==> src/rtl/mem_port_arbiter.sv <==
// rtl/mem_port_arbiter.sv - single-port SRAM arbiter for IR/LD/ST with fetch anti-starvation and read-return tags
module mem_port_arbiter #(
  parameter int ADDR_W   = 11,
  parameter int DATA_W   = 32,
  parameter int RD_LAT   = 1,
  parameter int MAX_WAIT = 4
) (
  input  logic              clk,
  input  logic              reset,
  input  logic              ir_req,
  input  logic [ADDR_W-1:0] ir_adrs,
  output logic              ir_gnt,
  output logic              ir_rvalid,
  output logic [DATA_W-1:0] ir_rdata,
  input  logic              ld_req,
  input  logic [ADDR_W-1:0] ld_adrs,
  output logic              ld_gnt,
  output logic              ld_rvalid,
  output logic [DATA_W-1:0] ld_rdata,
  input  logic              st_req,
  input  logic [ADDR_W-1:0] st_adrs,
  input  logic [DATA_W-1:0] st_wdata,
  output logic              st_gnt,
  output logic              mem_en,
  output logic              mem_we,
  output logic [ADDR_W-1:0] mem_adrs,
  output logic [DATA_W-1:0] mem_wdata,
  input  logic [DATA_W-1:0] mem_rdata
);

  localparam int WAIT_W = $clog2(MAX_WAIT + 1);

  localparam logic [1:0] TAG_NONE = 2'd0;
  localparam logic [1:0] TAG_IR   = 2'd1;
  localparam logic [1:0] TAG_LD   = 2'd2;

  logic [WAIT_W-1:0] ir_wait;
  logic              ir_promote;
  logic [1:0]        tag_in;
  logic [1:0]        tag_pipe [0:RD_LAT];

  // Winner selection: a starved fetch jumps the queue, otherwise ST > LD > IR
  always_comb begin
    ir_promote = ir_req && (ir_wait == WAIT_W'(MAX_WAIT));
    st_gnt     = 1'b0;
    ld_gnt     = 1'b0;
    ir_gnt     = 1'b0;
    if (!reset) begin
      if (ir_promote)  ir_gnt = 1'b1;
      else if (st_req) st_gnt = 1'b1;
      else if (ld_req) ld_gnt = 1'b1;
      else if (ir_req) ir_gnt = 1'b1;
    end
  end

  // Count consecutive lost fetch arbitrations, saturating at the promotion threshold
  always_ff @(posedge clk) begin
    if (reset || !ir_req || ir_gnt) begin
      ir_wait <= '0;
    end else if (ir_wait != WAIT_W'(MAX_WAIT)) begin
      ir_wait <= ir_wait + WAIT_W'(1);
    end
  end

  // Register the winner's access onto the SRAM port; address/data hold when idle
  always_ff @(posedge clk) begin
    if (reset) begin
      mem_en    <= 1'b0;
      mem_we    <= 1'b0;
      mem_adrs  <= '0;
      mem_wdata <= '0;
    end else begin
      mem_en <= st_gnt | ld_gnt | ir_gnt;
      mem_we <= st_gnt;
      if (st_gnt) begin
        mem_adrs  <= st_adrs;
        mem_wdata <= st_wdata;
      end else if (ld_gnt) begin
        mem_adrs <= ld_adrs;
      end else if (ir_gnt) begin
        mem_adrs <= ir_adrs;
      end
    end
  end

  // Tag of the access granted this cycle; stores and idle cycles carry no return
  always_comb begin
    tag_in = TAG_NONE;
    if (ld_gnt)      tag_in = TAG_LD;
    else if (ir_gnt) tag_in = TAG_IR;
  end

  // Shift tags so the last stage lines up with the cycle the SRAM returns data
  always_ff @(posedge clk) begin
    if (reset) begin
      for (int i = 0; i <= RD_LAT; i++) tag_pipe[i] <= TAG_NONE;
    end else begin
      tag_pipe[0] <= tag_in;
      for (int i = 1; i <= RD_LAT; i++) tag_pipe[i] <= tag_pipe[i-1];
    end
  end

  // Steer returning read data to its requester; data is zero whenever not valid
  always_comb begin
    ir_rvalid = !reset && (tag_pipe[RD_LAT] == TAG_IR);
    ld_rvalid = !reset && (tag_pipe[RD_LAT] == TAG_LD);
    ir_rdata  = ir_rvalid ? mem_rdata : '0;
    ld_rdata  = ld_rvalid ? mem_rdata : '0;
  end

endmodule

==> config.mk <==
export PLATFORM = sky130hd
export DESIGN_NAME = mem_port_arbiter
export DESIGN_NICKNAME = d
export VERILOG_FILES = /design/src/rtl/mem_port_arbiter.sv
export SDC_FILE = /design/constraint.sdc
export NUM_CORES = 1
export LEC_CHECK = 0
export BUFFER_PORTS_ARGS = -buffer_cell sky130_fd_sc_hd__buf_4
export CELL_PAD_IN_SITES_DETAIL_PLACEMENT = 0
export CELL_PAD_IN_SITES_GLOBAL_PLACEMENT = 1
export CORE_MARGIN = 2
export CORE_UTILIZATION = 24
export CTS_CLUSTER_SIZE = 30
export DETAILED_ROUTE_END_ITERATION = 8
export PLACE_DENSITY_LB_ADDON = 0.1
export RECOVER_POWER = 100
export SYNTH_ARGS = -nofsm -noshare
export SYNTH_HDL_FRONTEND = slang
export SYNTH_SLANG_ARGS = --single-unit
==> constraint.sdc <==
create_clock -name clk -period 1.7 [get_ports clk]
set_clock_uncertainty 0.1 [all_clocks]
set_input_delay 0.085 -clock clk [delete_from_list [all_inputs] [get_ports clk]]
set_output_delay 0.085 -clock clk [all_outputs]
set_load 0.03 [all_outputs]
**Yosys cells after proc, flatten, opt, wreduce, memory -nomap -nowiden**

Memory sizes are Yosys's and may differ from the RTL's.
Index checks and enable logic that the tools add are counted.

- Input bits: 102
- Output and inout bits: 114
- Memories kept: 1
- Bits in writable memories: 4
- Register bits after elaboration: 48

- Bitwise logic cells: 4
- Multiplexer cells: 24
- Add/sub/neg operators: 1
- Equal/unequal tests: 4
- Reductions and logical operators: 8

Memory list:

| memory | depth | bits a word | rd ports | clocked after memory_dff | wr ports | RTL line | RTL |
|---|---|---|---|---|---|---|---|
| tag_pipe | 2 | 2 | 2 | 0 | 2 | 40 | `logic [1:0] tag_pipe [0:RD_LAT];` |

Operators with widths:

| operator | count |
|---|---|
| $mux W32 | 2 |
| $mux W11 | 3 |
| $mux W1 | 16 |
| $mux W2 | 3 |
| $or A1 B1 Y1 | 4 |
| $add A3 B1 Y3 const B | 1 |
| $eq A3 B3 Y1 const B | 1 |
| $logic_and A1 B1 Y1 | 3 |
| $ne A3 B3 Y1 const B | 1 |
| $reduce_bool A3 Y1 | 1 |
| $eq A2 B1 Y1 const B | 1 |
| $eq A2 B2 Y1 const B | 1 |
| $logic_not A1 Y1 | 2 |
| $logic_or A1 B1 Y1 | 2 |

**Longest topological paths before layout**

- Depth in word-level cells: 8
- Mapped depth: 8
- Mapped depth without buffers: 5

**Least setup slack after synthesis**

Ideal clock, no wire load.

- Kind: reg2out
- Start: register ir_wait[0]
- End: output port st_gnt
- Cell stages (with the launch flop): 8
- Arrival: 1.473 ns
- Setup slack: 0.042 ns
- Data required time: 1.515 ns
- Buffers on the path: 3
- Cells stage by stage: dfxtp_1 > inv_1 > ha_1 > nand3_1 > buf_2 > buf_4 > buf_2 > and2_1

- Word-level cells in the longest chain between the ends: 4

Ends and longest elaborated chain:

| what | RTL line | RTL |
|---|---|---|
| start, declared | 37 | `logic [WAIT_W-1:0] ir_wait;` |
| start signal, assigned | 61 | `ir_wait <= ir_wait + WAIT_W'(1);` |
| $eq A3 B3 Y1 | 44 | `ir_promote = ir_req && (ir_wait == WAIT_W'(MAX_WAIT));` |
| $logic_and A1 B1 Y1 | 44 |  |
| $mux W1 | 49 | `if (ir_promote) ir_gnt = 1'b1;` |
| $mux W1 | 48 | `if (!reset) begin` |
| end, declared | 23 | `output logic st_gnt,` |

No other way between the ends.

**Worst setup path in the final report**

- Start: register ir_wait[0]
- End: register mem_adrs[8]

- Word-level cells in the longest chain between the ends: 6
- Elaborated cells on any way between the ends: 11
- Classes of those cells: eq/ne: 1; mux: 8; reduce/logical: 2

Ends and longest elaborated chain:

| what | RTL line | RTL |
|---|---|---|
| $eq A3 B3 Y1 (*) | 44 |  |
| $logic_and A1 B1 Y1 (*) | 44 |  |
| $mux W1 | 49 |  |
| $mux W1 | 48 |  |
| $mux W11 | 78 | `end else if (ld_gnt) begin` |
| $mux W11 | 75 | `if (st_gnt) begin` |
| end signal, assigned | 76 | `mem_adrs <= st_adrs;` |
| end signal, assigned | 79 | `mem_adrs <= ld_adrs;` |
| end signal, assigned | 81 | `mem_adrs <= ir_adrs;` |
| end, declared | 26 | `output logic [ADDR_W-1:0] mem_adrs,` |

Every way passes the cells marked *; elsewhere a longest branch is shown, timed or not.
A chain may end at the register's enable or synchronous reset.

==> impl_metrics.sql <==
INSERT INTO impl_metrics (metric_group, metric, value, unit) VALUES
('worst_setup_path', 'timing.rr.start', 'ir_wait[0]', ''),
('floorplanning', 'fp.dieW', '108.5', 'microns'),
('logic_synthesis', 'seq_area_frac_synth', '0.3975', ''),
('final_layout', 'num_antenna_cells', '0', ''),
('sta', 'setup_tns', '0', 'ns'),
('worst_setup_path', 'critical_path_class', 'register to register', ''),
('floorplanning', 'dieHeight', '108.5', 'microns'),
('clock_tree', 'clkSlewWorstSetupHoldPaths', '0.10', 'ns'),
('sta', 'number_of_failing_hold_endpoints_at_the_final_stage', '0', ''),
('placed_design', 'placed_area', '4422', 'sq um'),
('worst_hold_path', 'worstHoldStart', 'st_adrs[3]', ''),
('drt', 'first_pass_iters', '5', ''),
('worst_setup_path', 'startpoint', 'ir_wait[0]', ''),
('logic_synthesis', 'postSynthCellCount', '292', ''),
('drt', 'routed_via_density', '4.426', ''),
('worst_hold_path', 'hp-class', 'input pin to register', ''),
('worst_setup_path', 'path_cells', 'inv_1, ha_4, nand3_4, buf_8, buf_4, a32o_1, a221o_1', ''),
('worst_setup_path', 'crit_family', 'compound AO/OA/AOI/OAI gates', ''),
('grt', 'number_of_antenna_violations_at_the_first_check_in_global_routing', '0', ''),
('final_layout', 'n_fill_cell', '1100', ''),
('placed_design', 'place.detailed.hpwl', '6.933', 'mm'),
('floorplanning', 'design.die.area', '11760', 'sq um'),
('worst_setup_path', 'cp_max_fo', '7', ''),
('placed_design', 'routability_driven_placement_congestion_ratio', '0.6967', ''),
('placed_design', 'port-buffer-count', '215', ''),
('sta', 'post-route-period-util', '0.9451', ''),
('clock_tree', 'clock_sinks', '52', ''),
('power', 'leakagePower', '2.242', 'nW'),
('floorplanning', 'io_pins', '216', ''),
('logic_synthesis', 'avgSynthCellArea', '8.968', 'sq um'),
('grt', 'grt_overflow_total', '0', ''),
('worst_setup_path', 'timing.critical_path.from_type', 'register', ''),
('clock_tree', 'clk-insertion-delay-late', '0.30', 'ns'),
('grt', 'grt_pass1_vias', '2916', ''),
('final_layout', 'area_growth_syn_to_layout', '92.40', '%'),
('clock_tree', 'cts.path.max_buffers', '2', ''),
('drt', 'drtIter0Drc', '135', ''),
('logic_synthesis', 'synth_warnings', '0', ''),
('worst_setup_path', 'cp_slowest_stage_delay', '0.32', 'ns'),
('grt', 'grt_start_max_net_pins', '61', ''),
('floorplanning', 'start_util', '0.2437', ''),
('power', 'power_density', '560.1', 'nW/um^2'),
('clock_tree', 'tritoncts.num_buffers', '5', ''),
('worst_setup_path', 'crit_path_end_kind', 'register', ''),
('worst_setup_path', 'r2r_setup_slack', '0.09', 'ns'),
('logic_synthesis', 'synthesis.nets', '396', ''),
('sta', 'relSlewSlack', '0.7087', ''),
('final_layout', 'layout.cells.non_filler', '706', ''),
('logic_synthesis', 'post_synthesis_cell_type_count', '25', ''),
('outcome', 'status', 'completed', ''),
('drt', 'routed_wirelength', '10.09', 'mm'),
('sta', 'final-setup-viol-count', '0', ''),
('worst_setup_path', 'worst-endpoint-arrival', '1.71', 'ns'),
('floorplanning', 'coreArea', '10750', 'sq um'),
('sta', 'fmaxAchievable', '0.6224', 'GHz'),
('clock_tree', 'root_buffer', 'clkbuf_8', ''),
('floorplanning', 'standard_cell_row_count', '38', ''),
('final_layout', 'design.final.nets', '669', ''),
('drt', 'route.vias.total', '3125', ''),
('drt', 'drc_errors', '0', ''),
('worst_setup_path', 'cp_num_buf_inv', '3', ''),
('grt', 'global_route_wire_length_before_repair', '14.71', 'mm'),
('sta', 'final.min_clock_period', '1.607', 'ns'),
('power', 'sum_of_internal_switching_and_leakage_power', '2.822', 'mW'),
('logic_synthesis', 'synth_area', '2619', 'sq um'),
('worst_setup_path', 'cpMaxStageDelayCell', 'dfxtp_1', ''),
('sta', 'worstMarginPinSlew', '0.4370', 'ns'),
('final_layout', 'fin_util', '0.4689', ''),
('job', 'drv.max_cap_violation_count', '0', ''),
('worst_setup_path', 'critPathRequiredTime', '1.81', 'ns'),
('clock_tree', 'cts-htree-levels', '2', ''),
('power', 'vdd.ir_drop.worst', '0.3021', 'mV'),
('drt', 'ant_nets', '0', ''),
('placed_design', 'placed_cells_incl_taps', '632', ''),
('clock_tree', 'clock_tree_from_tritoncts', 'yes', ''),
('drt', 'routedWlPerCell', '14.29', 'microns'),
('grt', 'gr-usage-all-layers', '0.1567', ''),
('sta', 'report.final.slew_viol_count', '0', ''),
('logic_synthesis', 'yosys_register_bits', '52', ''),
('final_layout', 'drive_gt1_frac', '0.3728', ''),
('final_layout', 'stdcell_area', '5039', 'sq um');
## sequential cells by signal, indices dropped and copies added, names as in the netlist
name       cells
mem_adrs      11
mem_we         1
mem_en         1
tag_pipe       4
mem_wdata     32
ir_wait        3
## cells in the mapped netlist
cell type  instances  area [sq um]
inv_1              2         7.510
buf_4              2         15.01
nand2_1            1         3.750
ha_1               2         25.02
o21ai_0           32         160.2
nand2b_1          32         200.2
buf_1              3         11.26
nor2_1             4         15.01
nand4b_1          32         280.3
nand3_1            1         5.000
and3_1             3         18.77
and2b_1            1         7.510
xnor2_1            1         8.760
nor2b_4            1         13.76
a32o_1            11         110.1
clkbuf_1          15         56.30
nor2b_1            4         25.02
dfxtp_1           52          1041
nor3_1             1         5.000
and2_1            67         419.2
a221o_1           11         110.1
a2bb2oi_1          1         8.760
nor4_1             1         6.260
buf_2             10         50.05
nor3b_1            2         15.01
## routing by layer
metal	global-route usage	wire length, microns	up-vias
li1	-	-	1570
met1	0.1815	4109	1407
met2	0.2826	4954	144
met3	0.04702	951	4
met4	0.03480	76	0
met5	0	0	-
## final cells by class
| type | count | area, sq um | area share |
|---|---|---|---|
| clock inverters | 2 | 13.76 | 0.002732 |
| repair buffers | 296 | 2231 | 0.4428 |
| well taps | 140 | 175.2 | 0.03477 |
| clock buffers | 6 | 72.57 | 0.01440 |
| flip-flops and latches | 52 | 1041 | 0.2066 |
| multi-input cells | 208 | 1498 | 0.2972 |
| inverters | 2 | 7.507 | 0.001490 |
## what timing repair did
item                                   in CTS  in global routing
gates resized for setup                    11                  6
endpoints found under the hold margin      45                  0
setup buffers                               5                  5
setup endpoints to repair                  46                 33
hold buffers                               57                  0
pin swaps                                   3                  1
## path summary, 6_finish.rpt
path,cells after the start,endpoint
worst max-delay path,7,mem_adrs[8]
worst min-delay path,3,mem_adrs[3]
worst max register to register,7,mem_adrs[8]
worst min register to register,1,tag_pipe[0][2]
## tightest hold or removal path, stage by stage
cell and delay [ns]:
buf_4 0.08, a32o_1 0.14, a221o_1 0.09
## placed cells by master (no fill, tap or decap), drive strengths merged, types with 4 or more instances in the layout
cell type    netlist  routed
nand4b            32      32
dlygate4sd3        0      57
buf               15     191
nor2b              5       5
a32o              11      11
nor2               4       4
a221o             11      11
and2              67      67
dfxtp             52      52
o21ai             32      32
clkbuf            15      54
nand2b            32      32
## metrics by stage
| step | hold slack (ns) | setup slack, ns |
|---|---|---|
| after global placement | 0.2088 | -0.1056 |
| after detailed placement | 0.2124 | -0.1089 |
| final | 0.01115 | 0.09341 |
| after CTS | 0.0003279 | 0.003722 |
| after global routing | 0.01359 | -0.005340 |
| after floorplan | 0.1045 | 0.04174 |
## report_power, final
group	switching [mW]	total (mW)	internal, mW	leakage [nW]
Combinational	0.380	0.772	0.391	1.77
Clock	0.426	0.721	0.295	0.0456
Sequential	0.0373	1.33	1.29	0.429
## cell families after synthesis
family / share of synthesized area
DFF: 0.3975
buffers and inverters: 0.05351
adders and majority gates: 0.009554
AOI/OAI and AO/OA: 0.1486
and+or+nand+nor: 0.3875
xor gates and xnor gates: 0.003345
No activity file was read; power rests on OpenSTA's default activity.
